===== config.mk =====
export PLATFORM = sky130hd
export DESIGN_NAME = prog_truth_table
export DESIGN_NICKNAME = d
export VERILOG_FILES = /design/src/rtl/ptt_pkg.sv /design/src/rtl/ptt_table_mem.sv /design/src/rtl/prog_truth_table.sv
export SDC_FILE = /design/constraint.sdc
export NUM_CORES = 1
export LEC_CHECK = 0
export ABC_AREA = 0
export ABC_CLOCK_PERIOD_IN_PS = 1730
export CAP_MARGIN = 20
export CORE_MARGIN = 3
export CORE_UTILIZATION = 50
export CTS_BUF_LIST = sky130_fd_sc_hd__clkbuf_8
export CTS_CLUSTER_SIZE = 8
export DETAILED_ROUTE_END_ITERATION = 10
export GPL_ROUTABILITY_DRIVEN = 0
export PLACE_DENSITY = 0.75
export REMOVE_ABC_BUFFERS = 1
export SETUP_SLACK_MARGIN = 0.15
export SLEW_MARGIN = 20
export SYNTH_ARGS = -nofsm -noshare
export SYNTH_HDL_FRONTEND = slang
export SYNTH_SLANG_ARGS = --single-unit

===== constraint.sdc =====
create_clock -name clk -period 1.73 [get_ports clk]
set_input_delay 0.346 -clock clk [delete_from_list [all_inputs] [get_ports clk]]
set_output_delay 0.346 -clock clk [all_outputs]
set_load 0.05 [all_outputs]

===== src/rtl/ptt_pkg.sv =====
// Shared types and helpers for the programmable truth-table evaluator.
package ptt_pkg;

    typedef enum logic [1:0] {
        EMPTY = 2'd0,
        LOAD  = 2'd1,
        RUN   = 2'd2,
        SWEEP = 2'd3
    } ptt_state_t;

    function automatic int depth_of(input int n_in);
        return 1 << n_in;
    endfunction

endpackage


===== src/rtl/ptt_table_mem.sv =====
// DEPTH x N_OUT truth-table storage: synchronous write, registered read, cleared on rst.
module ptt_table_mem
    import ptt_pkg::*;
#(
    parameter int N_IN  = 3,
    parameter int N_OUT = 2
) (
    input  logic             clk,
    input  logic             rst,
    input  logic             wr_en,
    input  logic [N_IN-1:0]  wr_addr,
    input  logic [N_OUT-1:0] wr_data,
    input  logic             rd_en,
    input  logic [N_IN-1:0]  rd_addr,
    output logic [N_OUT-1:0] rd_data
);

    localparam int DEPTH = depth_of(N_IN);

    logic [N_OUT-1:0] mem [DEPTH];

    // rd_data only moves on a read, so it doubles as the held output value.
    always_ff @(posedge clk) begin
        if (rst) begin
            for (int i = 0; i < DEPTH; i++) begin
                mem[i] <= '0;
            end
            rd_data <= '0;
        end else begin
            if (wr_en) begin
                mem[wr_addr] <= wr_data;
            end
            if (rd_en) begin
                rd_data <= mem[rd_addr];
            end
        end
    end

endmodule


===== src/rtl/prog_truth_table.sv =====
// Reloadable registered truth-table evaluator: FSM, load/sweep counters and handshakes.
// Optional self-sweep of the whole table is built only when PTT_SWEEP_EN is defined.
//
// state | meaning
// EMPTY | no valid table since reset
// LOAD  | accepting cfg_data beats, one minterm per beat
// RUN   | table complete, evaluating eval_in
// SWEEP | emitting table[0..DEPTH-1] on y, one per cycle
module prog_truth_table
    import ptt_pkg::*;
#(
    parameter int N_IN  = 3,
    parameter int N_OUT = 2
) (
    input  logic             clk,
    input  logic             rst,
    input  logic             cfg_start,
    input  logic             cfg_valid,
    input  logic [N_OUT-1:0] cfg_data,
    output logic             cfg_ready,
    output logic             cfg_done,
    input  logic             eval_valid,
    input  logic [N_IN-1:0]  eval_in,
    output logic             eval_ready,
    output logic [N_OUT-1:0] y,
    output logic             y_valid,
    output logic [N_IN-1:0]  y_idx,
    input  logic             sweep_go
);

    localparam int              DEPTH = depth_of(N_IN);
    localparam logic [N_IN-1:0] LAST  = N_IN'(DEPTH - 1);

    ptt_state_t      state;
    logic [N_IN-1:0] idx;
    logic            wr_en;
    logic            rd_en;
    logic [N_IN-1:0] rd_addr;
    logic            sweep_fire;

`ifdef PTT_SWEEP_EN
    logic [N_IN-1:0] sw_idx;
`else
    logic sweep_unused;
    assign sweep_unused = sweep_go;
`endif

    assign cfg_ready  = (state == LOAD);
    assign eval_ready = (state == RUN);

    always_comb begin
        sweep_fire = 1'b0;
        wr_en      = (state == LOAD) && cfg_valid && !cfg_start;
        rd_en      = 1'b0;
        rd_addr    = eval_in;
`ifdef PTT_SWEEP_EN
        sweep_fire = (state == RUN) && sweep_go && !cfg_start;
`endif
        if (state == RUN && eval_valid && !sweep_fire) begin
            rd_en = 1'b1;
        end
`ifdef PTT_SWEEP_EN
        if (sweep_fire) begin
            rd_en   = 1'b1;
            rd_addr = '0;
        end else if (state == SWEEP && !cfg_start) begin
            rd_en   = 1'b1;
            rd_addr = sw_idx;
        end
`endif
    end

    always_ff @(posedge clk) begin
        if (rst) begin
            state    <= EMPTY;
            idx      <= '0;
            cfg_done <= 1'b0;
            y_valid  <= 1'b0;
            y_idx    <= '0;
`ifdef PTT_SWEEP_EN
            sw_idx   <= '0;
`endif
        end else begin
            cfg_done <= 1'b0;
            y_valid  <= rd_en;
            if (rd_en) begin
                y_idx <= rd_addr;
            end
            // A restart takes priority over everything, including an active sweep.
            if (cfg_start) begin
                state <= LOAD;
                idx   <= '0;
            end else begin
                case (state)
                    LOAD: begin
                        if (cfg_valid) begin
                            if (idx == LAST) begin
                                state    <= RUN;
                                cfg_done <= 1'b1;
                                idx      <= '0;
                            end else begin
                                idx <= idx + N_IN'(1);
                            end
                        end
                    end
`ifdef PTT_SWEEP_EN
                    RUN: begin
                        if (sweep_fire) begin
                            state  <= SWEEP;
                            sw_idx <= N_IN'(1);
                        end
                    end
                    SWEEP: begin
                        if (sw_idx == LAST) begin
                            state  <= RUN;
                            sw_idx <= '0;
                        end else begin
                            sw_idx <= sw_idx + N_IN'(1);
                        end
                    end
`endif
                    default: ;
                endcase
            end
        end
    end

    ptt_table_mem #(
        .N_IN  (N_IN),
        .N_OUT (N_OUT)
    ) u_mem (
        .clk     (clk),
        .rst     (rst),
        .wr_en   (wr_en),
        .wr_addr (idx),
        .wr_data (cfg_data),
        .rd_en   (rd_en),
        .rd_addr (rd_addr),
        .rd_data (y)
    );

endmodule


Word-level counts from Yosys, hierarchy flattened. Memories as Yosys holds them, arrays and structs flattened. A register that Yosys moved wholly into a read port is not among the register bits. Index checks and enable logic that the tools add are counted.

Memories kept: 1. Register bits: 10. Word-level logic and storage cells: 41. Memory bits (writable): 16.

Memories: u_mem.mem (words 8, bits a word 2, rd ports 1, clocked after memory_dff 1, wr ports 8, line ptt_table_mem.sv:20) `logic [N_OUT-1:0] mem [DEPTH];`.

Reductions and logical operators: 13. Add/subtract/negate cells: 1. Equal/unequal tests: 3. Mux-type cells: 15. Bitwise logic cells: 2.

Operator list (count): 1-bit two-way mux (12); 3-bit two-way mux (2); 3-bit AND reduction (2); 2-bit nonzero test (3); 2-bit OR reduction (2); 4-bit OR reduction (1); 3-bit by 1-bit adder with 3-bit output (second input constant) (1); 3-bit == test (second input constant) (1); 1-bit logical AND (3); 2-bit by 1-bit == test with 1-bit output (second input constant) (1); 2-bit == test (second input constant) (1); 2-bit two-way mux (1); 1-bit inverter (2); 2-bit AND reduction (1); 1-bit logical NOT (1).

Logic depth before layout (Yosys ltp). Gate-level depths: netlist of run 1.

Word-level depth: 8. Depth in mapped cells: 5. Mapped depth without buffers: 5.

Hierarchy. From an unflattened synthesis of run 1, not the netlist that was laid out.

Cells, all modules: 120. Area, all modules: 1362.6 um^2.

By module, submodules not included: ptt_table_mem (area an instance 885.8 um^2, cells each 74, times used 1); prog_truth_table (area an instance 476.7 um^2, cells each 46, times used 1).

Worst setup path after synthesis of run 1. No wires, ideal clock.

Path kind: input to register. Start: input cfg_start. End: memory u_mem.mem[1][0] (enable). Path slack: 0.234 ns. Library setup time: 0.315 ns. Arrival: 1.181 ns. Stages on the path: 3. Cells stage by stage: nor4b_2 -> nand3_1 -> o21bai_1.

RTL lines: start: declaration (line prog_truth_table.sv:17) `input logic cfg_start,`; end: declaration (line ptt_table_mem.sv:20).

==> summary.md, run 1 <==
| Metric | Value |
|---|---|
| Final std cells w/o fill | `161` |
| List of most frequent post-synthesis cells | `26 x nor2_1, 16 x edfxtp_1, 13 x mux2i_1` |
| # diodes | `0` |
| Initial Utilization | `54.9%` |
| Synth warn | `0` |
| Global-route wire length before repair | `4.00 mm` |
| Largest net degree at the start of global routing | `17` |
| CTS max path bufs | `2` |
| Vias | `881` |
| Syn_area_per_cell | `11.7 um^2` |
| Leakage | `0.000630 uW` |
| Syn Std Cell Area | `0.00127 mm^2` |
| HP Class | `reg2reg` |
| Total CTS buffers | `3` |
| I/O pin count | `20` |
| Number of global-route vias before repair | `909` |
| Slowest CP cell | `clkdlybuf4s50_1` |
| Status | `completed` |
| Final ANT Viol Nets | `0` |
| CTS tree | `done` |
| Pwr dens | `767 mW/mm^2` |
| Fin crit share | `87.4%` |
| Clock transition at the registers of the reported paths | `0.09 ns` |
| Die ar. | `0.00319 mm^2` |
| Largest stage delay, worst path | `0.57 ns` |
| Initial antenna violation count | `0` |
| PortBufs | `18` |
| Num rows | `17` |
| Crit. End Element | `flip-flop` |
| Sum Neg Setup Slack | `0 ns` |
| Pwr Total | `1250 uW` |
| Setup crit start kind | `input port` |
| Clk_lat worst skew | `0.27 ns` |
| Total wire length | `2.47 mm` |
| Yosys reg bits | `28` |
| Async set-reset flop share out of synthesis | `0%` |
| Max-cap violation count | `0` |
| Predominant post-synthesis flop cell | `edfxtp_1` |
| H-tree depth | `1` |
| NumNets Final | `147` |
| Distinct cells, synth | `23` |
| Most frequent cell after synthesis | `nor2_1` |
| Worst Slack Setup Final | `0.218 ns` |
| Sequential area share after synthesis | `56.6%` |
| Drt first-iter violations | `17` |
| Post-place setup slack | `-0.267 ns` |
| Worst-path cell chain | `clkdlybuf4s50_1 > mux4_2 > a211oi_2` |
| Post-route DRC | `0` |
| Area growth syn-to-layout | `27.9%` |
| Gr usage total | `16.1%` |
| Syn Inst Count | `109` |
| Worst-Margin Slew | `0.403 ns` |
| Number of synthesized flops with an enable pin | `16` |
| Slew Viols, Final | `0` |
| Slew margin rel. | `73.1%` |
| Max VDD drop | `0.524 mV` |
| Final hold vios | `0` |
| Number of hold buffers added after cts | `0` |
| Clock Tree Root | `clkbuf_8` |
| Post-synth top area cell | `edfxtp_1` |
| Die width | `56.4 um` |
| Final HPWL DP | `1.89 mm` |
| CP required | `1.92 ns` |
| Core ar. | `0.00232 mm^2` |
| WP data arrival | `1.71 ns` |
| Clk sinks | `28` |
| Final setup fails | `0` |
| Routed wire per std cell | `15.4 um` |
| First-pass iteration count of the detailed router | `4` |
| Cells after DPL | `156` |
| Die height | `56.4 um` |
| Layout cells sized above 1 | `21.1%` |
| Clock skew | `0.00314 ns` |
| Crit Path Category | `in2reg` |
| Vias per inst | `5.47` |
| Dominant cells by area after synthesis | `edfxtp_1 38%, dfxtp_1 19%, mux2i_1 10%` |
| Crit path max fanout | `3` |
| F_max | `662 MHz` |
| Top cell type's share of synthesized area | `37.8%` |
| Total grt overflow | `0` |
| Unrepaired setup endpoints after global routing | `true` |
| Crit path time final | `1.51 ns` |
placed cells by master (no fill, tap or decap):
cell type and count:
o21bai_2 1, nand3b_1 2, clkbuf_8 4, buf_4 12, o21bai_1 7, clkdlybuf4s50_1 6
and3b_1 1, ha_1 2, nor2_1 26, nand2_1 2, a21oi_1 3, nor4b_4 1
nand4b_1 3, bufbuf_16 1, nand4_1 2, nand3_2 1, buf_12 3, dfxtp_1 12
nor2b_1 2, nand2b_1 2, or3_1 1, inv_1 1, a211oi_2 1, or2_2 2
edfxtp_1 16, a211oi_1 1, mux4_2 2, mux2i_1 13, dlygate4sd2_1 3
per-stage QoR:
stage / utilization, % / hold WS [ns] / instance area, um^2
floorplan: - / 0.418 / 1250
global placement: 65.6 / 0.476 / 1520
detailed placement: 65.6 / 0.491 / 1520
CTS: 70.2 / 0.509 / 1630
global route: 70.2 / 0.542 / 1630
finish: 70.2 / 0.506 / 1630
metal layers:
metal	share of wire [%]	global-route usage (%)	vias up
met5	0	0	-
met4	0.20	5.76	0
met3	4.9	2.76	2
met2	56	30.7	32
met1	39	17.4	410
li1	-	-	437
kinds of logic after synthesis:
family,synth area share [%]
AND/OR/NAND/NOR,18.2
flip-flops,56.6
multiplexers,13.8
AO/OA/AOI/OAI,7.08
buffers and inverters,2.36
adder cells (fa/ha/maj),1.97
path summary, 6_finish.rpt:
check	startpoint	to	slack, ns	cells after the start
max	eval_in[0]	u_mem.rd_data[0]	0.22	3
min	u_mem.rd_data[1]	u_mem.rd_data[1]	0.51	2
max reg2reg	state[0]	u_mem.mem[4][0]	0.23	3
min reg2reg	u_mem.rd_data[1]	u_mem.rd_data[1]	0.51	2
layout make-up:
cell class	count	area [um^2]
Inverter	1	3.75
Timing Repair Buffer	25	269
Multi-Input combinational cell	75	544
Fill cell	163	691
Clock buffer	4	55.1
Sequential cell	28	721
Tap cell	28	35.0
critical path, delay by kind of cell:
family          cells  cell delay [ns]
buf+inv             1             0.57
compound gates      1             0.25
mux                 1             0.55
flip-flops by register name (all words and copies together) (netlist names):
register,flops
state,2
y_valid,1
u_mem.mem,16
idx,3
cfg_done,1
u_mem.rd_data,2
y_idx,3
power breakdown:
part           total, uW  switching, uW  leakage (uW)  internal (uW)
clock                401            197     0.0000288            204
sequential           725           8.09      0.000262            717
combinational        123           52.4      0.000339           70.5
what timing repair did:
action                     CTS  global route
setup endpoints to repair   18             6
buffers inserted             0             0
gates resized for setup      7             0
cloned                       1             0
pin swaps                    3             0
No activity file was read; power rests on OpenSTA's default activity.
==> run 2, diff against run 1 <==
ABC_AREA = default   (was 0)
==> results of run 2 <==
Same layout as run 1: the final DEF is identical, and so are final timing and power.
==> run 3, diff against run 2 <==
ABC_CLOCK_PERIOD_IN_PS = default   (was 1730)
CORE_MARGIN = 4   (was 3)
PLACE_DENSITY = 0.74   (was 0.75)
SYNTH_HIERARCHICAL = 1   (was default)
==> summary.md, run 3 <==
| Metric | Value |
|---|---|
| Status | `completed` |
| H-tree depth | `1 (unchanged)` |
| Predominant post-synthesis flop cell | `edfxtp_1` |
| Final hold vios | `0 (unchanged)` |
| Post-synth top area cell | `edfxtp_1` |
| Crit path time final | `1.51 ns (+0.00119 ns)` |
| Num rows | `18 (+1)` |
| Final setup fails | `0 (unchanged)` |
| # diodes | `0 (unchanged)` |
| Slew margin rel. | `74.3% (+1.2 points)` |
| First-pass iteration count of the detailed router | `4 (unchanged)` |
| List of most frequent post-synthesis cells | `16 x edfxtp_1, 16 x nor2_1, 12 x dfxtp_1` |
| Clock transition at the registers of the reported paths | `0.09 ns (about the same)` |
| WP data arrival | `1.71 ns (about the same)` |
| Vias | `958 (+8.7%)` |
| Pwr dens | `711 mW/mm^2 (-7.3%)` |
| NumNets Final | `160 (+8.8%)` |
| Routed wire per std cell | `14.3 um (-7.1%)` |
| R2r worst-path depth | `5 (+2)` |
| Post-route DRC | `0 (unchanged)` |
| Dominant cells by area after synthesis | `edfxtp_1 35%, dfxtp_1 18%, mux2i_1 8.1%` |
| Sequential area share after synthesis | `52.9% (-3.7 points)` |
| Worst-Margin Slew | `0.385 ns (-0.0186 ns)` |
| Synth warn | `6 (+6)` |
| WHS Endpoint | `y_idx[1]` |
| Number of synthesized flops with an enable pin | `16 (unchanged)` |
| Fin util | `67.8% (-2.4 points)` |
| Layout cells sized above 1 | `22.6% (+1.6 points)` |
| Cells after DPL | `171 (+9.6%)` |
| Drt first-iter violations | `39 (+22)` |
| Largest stage delay, worst path | `0.45 ns (-0.12 ns)` |
| Number of global-route vias before repair | `929 (+2.2%)` |
| Gr usage total | `15.7% (-0.40 points)` |
| Reg2reg setup slack | `0.23 ns (about the same)` |
| Worst hold path startpoint | `y_idx[1]` |
| Setup crit start kind | `input port` |
| Global-route wire length before repair | `4.13 mm (+3.5%)` |
| Initial Utilization | `53.5% (-1.3 points)` |
| CTS tree | `done` |
| Syn_area_per_cell | `11.4 um^2 (-2.7%)` |
| Crit Path Category | `in2reg` |
| Total CTS buffers | `3 (unchanged)` |
| Worst flop-to-flop path endpoint | `u_mem/mem[5][1]` |
| Reg2reg start | `state[1]` |
| HP Class | `reg2reg` |
| Largest register by flop count | `u_mem/mem` |
| Die ar. | `0.00362 mm^2 (+14%)` |
| Syn Std Cell Area | `0.00136 mm^2 (+7.1%)` |
| Clock skew | `0.00371 ns (+0.000571 ns)` |
| Biggest regs | `u_mem/mem: 16 flops, idx: 3 flops, y_idx: 3 flops` |
| Commonest cells after routing, fill and taps aside | `16 x nor2_1, 16 x buf_4, 16 x edfxtp_1` |
| Post CTS Setup Buffer Count | `0 (unchanged)` |
| Final HPWL DP | `1.93 mm (+1.7%)` |
| CP required | `1.93 ns (about the same)` |
| Vias per inst | `5.44 (-0.53%)` |
| Initial antenna violation count | `0 (unchanged)` |
| Largest net degree at the start of global routing | `16 (-1)` |
| Crit path max fanout | `4 (+1)` |
| Max-cap violation count | `0 (unchanged)` |
| Die height | `60.2 um (+6.7%)` |
| Syn Inst Count | `120 (+10%)` |
| Sum Neg Setup Slack | `0 ns (unchanged)` |
| Largest register FFs | `16 (unchanged)` |
| I/O pin count | `20 (unchanged)` |
| Clk sinks | `28 (unchanged)` |
| Slowest CP cell | `mux4_2` |
| Max VDD drop | `0.512 mV (-2.4%)` |
| Area growth syn-to-layout | `26.7%` |
| Core ar. | `0.00254 mm^2 (+9.8%)` |
| Clk_lat worst skew | `0.27 ns (about the same)` |
| CTS max path bufs | `2 (unchanged)` |
| Die width | `60.2 um (+6.7%)` |
| Final ANT Viol Nets | `0 (unchanged)` |
| Crit. End Element | `flip-flop` |
| Top cell type's share of synthesized area | `35.3% (-2.5 points)` |
| Unrepaired setup endpoints after global routing | `false` |
| F_max | `661 MHz (about the same)` |
| PortBufs | `18 (unchanged)` |
| Hold slack final | `0.484 ns (-0.0214 ns)` |
| Yosys reg bits | `28 (unchanged)` |
| Final std cells w/o fill | `176 (+9.3%)` |
| Distinct cells, synth | `31 (+35%)` |
| Number of hold buffers added after cts | `0 (unchanged)` |
| Slew Viols, Final | `0 (unchanged)` |
| Total wire length | `2.51 mm (+1.6%)` |
| Worst-path cell chain | `dlygate4sd2_1 > bufbuf_16 > mux2i_1 > mux4_2 > a211oi_1` |
| Leakage | `0.000715 uW (+13%)` |
| Clock Tree Root | `clkbuf_8` |
| Worst hold path depth | `2 (unchanged)` |
| Fin crit share | `87.5% (about the same)` |
| Async set-reset flop share out of synthesis | `0% (unchanged)` |
| Total grt overflow | `0 (unchanged)` |
## run 3: cell count changes after synthesis, moves of 3 or more
cell,change
o21bai_1,-5
nand2b_1,+7
nor2b_1,+3
nor3b_1,+4
a21oi_1,-3
mux2_1,+3
nor3_1,+4
nand4b_1,-3
nor2_1,-10
a21o_1,+3
## run 3: cells by family after synthesis
family          synth area share (%)
simple gates                    21.0
flops                           52.9
mux                             13.9
compound gates                  6.70
buf+inv                         3.67
fa+ha+maj                       1.84
## run 3: worst max path at each step
stage | start | to | slack [ns]
after CTS | state[1] | u_mem/mem[5][1] | 0.16
after global routing | state[1] | u_mem/mem[0][0] | 0.15
final | eval_in[0] | u_mem/rd_data[1] | 0.22
after floorplan | state[1] | u_mem/mem[5][0] | 0.17
after global placement | cfg_valid | u_mem/mem[5][0] | -0.17
after detailed placement | cfg_valid | u_mem/mem[6][1] | -0.22
## run 3: cell type report
class	count	area (um^2)
clock buffer	3	41.3
clock inverter	1	3.75
fill	198	818
inverter	3	11.3
multi-input combinational	82	609
sequential	28	723
tap	30	37.5
timing repair buffer	29	300
## run 3: layer usage
layer | up-vias | global-route usage (%) | part of all wire [%]
met2 | 19 | 28.5 | 54
met3 | 2 | 2.81 | 3.9
met4 | 0 | 4.75 | 0.88
met5 | - | 0 | 0
li1 | 478 | - | -
met1 | 459 | 18.6 | 41
## run 3: stage by stage
stage / area (um^2) / worst slack [ns] / power [uW]
global placement: 1630 / -0.170 / 875
detailed placement: 1630 / -0.221 / 880
floorplan: 1320 / 0.168 / 801
CTS: 1720 / 0.164 / 1230
global route: 1730 / 0.151 / 1270
finish: 1730 / 0.217 / 1230
## run 3: where the power goes
group / switching [uW] / internal [uW]
Clock: 192 / 159
Sequential: 6.92 / 718
Combinational: 64.3 / 86.7
Total: 263 / 964
## run 3: worst max-delay path, delay by kind of cell
| family | cells | cell delay [ns] |
|---|---|---|
| AOI/OAI and AO/OA | 1 | 0.22 |
| buffers and inverters | 2 | 0.56 |
| muxes | 2 | 0.57 |
## run 3: repair_timing
action                     in CTS  in global routing
gates cloned                    1                  0
resized for setup               6                  2
setup endpoints to repair      16                 16
pin swaps                       3                  0
==> edit 1, RTL diff (flow settings as in run 3) <==
The 4 states of `ptt_state_t` get a Gray code encoding in 2 bits.
--- a/src/rtl/ptt_pkg.sv
+++ b/src/rtl/ptt_pkg.sv
@@ -4,6 +4,6 @@
     typedef enum logic [1:0] {
-        EMPTY = 2'd0,
-        LOAD  = 2'd1,
-        RUN   = 2'd2,
-        SWEEP = 2'd3
+        EMPTY = 2'b00,
+        LOAD  = 2'b01,
+        RUN   = 2'b11,
+        SWEEP = 2'b10
     } ptt_state_t;
Function: same outputs for any inputs over 10 cycles, from zero or initial values and one cycle with rst high; not proved beyond that.
==> edit 1 against run 3 <==
  * Final area increased by 0.65%
  * Wire length decreased by 1.0%
  * Sequential cell count unchanged
  * Fmax increased by 2.0%
  * Setup slack improved by 0.029 ns
  * Non-clock buffer count decreased by 3
  * Sequential power about the same
  * First-iteration DRC count increased by 26%
  * Global-route usage decreased by 0.85 points
  * Power increased by 2.7%
  * Critical path type is now reg2reg
  * Area after synthesis increased by 0.28%
  * Critical endpoint is now u_mem/mem[7][0]
==> edit 1: results (changes against run 3) <==
status=complete, no violations; Tmin final=1.483 ns (-0.02944 ns); hpwl dp=1.760 mm (-8.7%); register area share after synthesis=52.75% (-0.15 points); GRT Overall Usage=14.85% (-0.85 points); initial DRC count=49 (+26%); Vias=947 (-1.1%); reg-to-reg critical path endpoint=u_mem/mem[7][0]; Worst EP arrival=1.47 ns (-0.24 ns); Post-Syn Area per Cell=11.39 um2 (+0.28%); R2R Setup Slk=0.25 ns (+0.02 ns); Largest regs=u_mem/mem (16), idx (3), y_idx (3); router iterations before antenna repair=4 (unchanged); worst hold endpoint=state[1]; layout cells sized above 1=30.28% (+7.7 points); share of synthesized registers carrying an async set or reset=0% (unchanged); maximum root-to-sink buffer count=2 (unchanged); Fillers=199 (+0.51%); combinational power=0.000134 W (-11%); EDFF count, synth=16 (unchanged); initial antenna violation count=0 (unchanged); Buffers on Ports=18 (unchanged); compound-gate portion of the synthesized area=6.136% (-0.57 points); synth top area cells=edfxtp_1 (35%), dfxtp_1 (18%), mux2i_1 (8.1%), nor2_1 (4.9%), nand2b_1 (3.7%); Yosys warnings=6 (unchanged); Placed Instance Area=1610 um2 (-1.3%); Clock Power=0.000401 W (+14%); Post-CTS Setup Inserts=0 (unchanged); top post-synthesis cells by count=nor2_1 (18), edfxtp_1 (16), dfxtp_1 (12); WL/cell=14.46 um (+1.3%); worst slack, placed=-0.2696 ns (-0.04861 ns); largest net degree at the start of global routing=16 (unchanged); Final Net Count=156 (-2.5%); Adder-Cell Fraction of Synth Area=1.832% (-0.0050 points); mux contribution to synthesized area=14.65% (+0.79 points); Critical Path Fanout Max=6 (+2); standby leakage power=0.7131 nW (-0.21%); global-route wire length before repair=3.946 mm (-4.5%); CTS root buffer=clkbuf_8; XOR/XNOR share of the synthesized area=0% (unchanged); total CTS buffers=3 (unchanged); r2r startpoint=state[0]; Worst-path clk slew=0.09 ns (about the same); Hold Startpoint=cfg_valid; vias in the first global route=877 (-5.6%); Power Total=0.001261 W (+2.7%); Layout Skew=0.002794 ns (-0.0009142 ns); WHS Path Cells=3 (+1); Net Sw Frac=21.06% (-0.37 points); Synth cell types=28 (-9.7%); Worst Hold Class=in2reg; placed cells=168 (-1.8%); max-slew headroom at the worst pin=71.67% (-2.6 points); worst vdd ir=0.4962 mV (-3.0%); Vias/cell=5.506 (+1.2%); final hold slack=0.4290 ns (-0.05518 ns)
## edit 1: cell count changes after synthesis, moves of 2 or more
cell and delta:
and2_1 -2, buf_2 +2, mux2_1 -3, mux2_4 +3
nor2_1 +2
## edit 1: critical path, cell delays in order (launching register included)
cell and delay [ns]:
dfxtp_1 0.40, and3b_1 0.20, nor2b_4 0.16, buf_4 0.14, nand2_2 0.09, o21bai_2 0.20
## edit 1: worst max-delay path by stage
| stage | startpoint | end | cells after the start |
|---|---|---|---|
| 5_1_grt | state[0] | u_mem/mem[7][0] | 5 |
| 2_1_floorplan | state[0] | u_mem/mem[5][0] | 4 |
| 3_3_place_gp | cfg_valid | u_mem/mem[7][0] | 6 |
| 4_1_cts | cfg_valid | u_mem/mem[6][1] | 6 |
| 6_report | state[0] | u_mem/mem[7][0] | 5 |
| 3_5_place_dp | cfg_valid | u_mem/mem[3][1] | 6 |
## edit 1: what timing repair did
item,in CTS,in global routing
hold endpoints to repair,0,0
resized for setup,6,13
endpoints found under the setup margin,17,26
pin swaps,4,1
## edit 1: area by class of cell
class	count	area [um2]	area share (%)
sequential	28	721.9	41.54
multi-input combinational	82	651.9	37.51
timing repair buffer	26	264.0	15.19
clock buffer	4	55.05	3.168
tap	30	37.54	2.160
inverter	2	7.507	0.4320
## edit 1: cells by family (layout without fill, tap and decap cells)
logic type,Yosys count,after routing
flip-flops,28,28
AO/OA/AOI/OAI,11,11
adder cells (fa/ha/maj),2,2
multiplexers,16,16
buffers and inverters,10,32
AND/OR/NAND/NOR,53,53
## edit 1: layer usage
layer,track usage (%),wire (um),vias to the layer above
met1,18.67,1119,459
li1,-,-,466
met5,0,0,-
met4,7.595,48,0
met3,2.808,108,5
met2,24.07,1210,17
==> edit 2, RTL diff (flow settings as in run 3) <==
Without the edit above. `N_IN` is set to 3 in 2 places; all go to 5.
--- a/src/rtl/ptt_table_mem.sv
+++ b/src/rtl/ptt_table_mem.sv
@@ -4,3 +4,3 @@
 #(
-    parameter int N_IN  = 3,
+    parameter int N_IN  = 5,
     parameter int N_OUT = 2
--- a/src/rtl/prog_truth_table.sv
+++ b/src/rtl/prog_truth_table.sv
@@ -11,3 +11,3 @@
 #(
-    parameter int N_IN  = 3,
+    parameter int N_IN  = 5,
     parameter int N_OUT = 2
Interface: changed (resized eval_in and y_idx); port bits go from 20 to 24. No check against the original RTL was run, so the function may have changed too.
==> edit 2 against run 3 <==
  * Sequential cell count up 52
  * Largest cell class unchanged
  * Area after synthesis rose to 2.9 times the old value
  * First-iteration DRC count increased to 8.0 times the old value
  * Setup slack worse by 0.19 ns
  * Highest routed layer unchanged
  * Utilization is 1.3 points higher
  * Wire length rose to 4.0 times the old value
  * Hold slack got worse by 0.19 ns
  * Final area grew to 3.1 times the old value
  * Power rose to 3.3 times the old value
==> edit 2: results (changes against run 3) <==
Post-Syn Area per Cell=11.52 um2 (+1.5%); Placed Instance Area=4431 um2 (+170%); CP peak stage delay=0.38 ns (-0.07 ns); EDFF count, synth=64 (+48); final hold slack=0.2983 ns (-0.1858 ns); status=complete, no violations; R2R Setup Slk=0.03 ns (-0.20 ns); Post-CTS Setup Inserts=2 (+2); Slew @ Worst Pin=0.4116 ns (+0.02671 ns); layout cells sized above 1=42.20% (+20 points); placed cells=467 (+170%); Buffers on Ports=22 (+4); H-Tree Depth=3 (+2); Final Net Count=401 (+150%); Worst Hold Class=in2reg; Layout Skew=0.008196 ns (+0.004487 ns); Vias=3046 (+220%); Largest delay share family, worst path=simple AND/OR/NAND/NOR gates; Fillers=521 (+160%); total CTS buffers=9 (+6); standby leakage power=1.954 nW (+170%); register area share after synthesis=57.07% (+4.2 points); synth top area cells=edfxtp_1 (49%), mux2i_1 (9.9%), dfxtp_1 (8.2%), nor3_1 (8.2%), o21bai_1 (6.1%); vias in the first global route=2882 (+210%); largest net degree at the start of global routing=35 (+19); worst vdd ir=0.4427 mV (-13%); later-pin clock latency in the skew report=0.36 ns (+0.09 ns); Critical Path Fanout Max=10 (+6); area occupied by multi-input gates=1952 um2 (+220%); global-route wire length before repair=14.55 mm (+250%); router iterations before antenna repair=5 (+1); Largest regs=u_mem/mem (64), idx (5), y_idx (5); initial DRC count=312 (+700%); post_cts resized=52 (+46); WL/cell=20.63 um (+45%)
## edit 2: cell types whose count changed in the layout (fill, tap and decap cells not counted), moves of 14 or more
| cell | change |
|---|---|
| o21bai_2 | +19 |
| mux2i_1 | +26 |
| nor3_1 | +40 |
| a22oi_1 | +14 |
| edfxtp_1 | +48 |
| nor3_2 | +16 |
| buf_4 | +24 |
## edit 2: logic make-up (layout without fill, tap and decap cells)
logic type | count (synthesis) | count (layout) | share of synthesized area (%)
adder cells (fa/ha/maj) | 2 | 2 | 0.6368
AO/OA/AOI/OAI | 66 | 66 | 11.75
buffers and inverters | 39 | 89 | 4.936
AND/OR/NAND/NOR | 115 | 115 | 15.67
multiplexers | 39 | 39 | 9.936
flip-flops | 80 | 80 | 57.07
## edit 2: layer usage
metal	share of wire [%]	wire length, um	global-route usage, %	vias to the layer above
li1	-	-	-	1376
met1	40	4018	25.08	1496
met3	7.0	708	4.614	24
met2	52	5244	32.91	150
met5	0	0	0	-
met4	2.0	200	6.371	0
## edit 2: cell type report
class | count | share of cell area [%]
multi-input combinational | 222 | 36.72
inverter | 4 | 0.2825
sequential | 80 | 42.44
tap | 102 | 2.401
timing repair buffer | 69 | 14.03
clock buffer | 9 | 2.331
clock inverter | 7 | 1.789
## edit 2: final timing paths
kind / from / end / depth (start not counted)
worst max register to register: state[1] / u_mem/mem[28][0] / 6
worst min register to register: y_idx[3] / y_idx[3] / 2
worst max-delay path: state[1] / u_mem/mem[28][0] / 6
worst min-delay path: eval_in[1] / y_idx[1] / 3
## edit 2: power by group
| group | total, W | switching [W] | internal [W] |
|---|---|---|---|
| Sequential | 0.00216 | 0.0000255 | 0.00213 |
| Combinational | 0.000402 | 0.000209 | 0.000193 |
| Clock | 0.00152 | 0.000709 | 0.000815 |
| Total | 0.00408 | 0.000944 | 0.00314 |
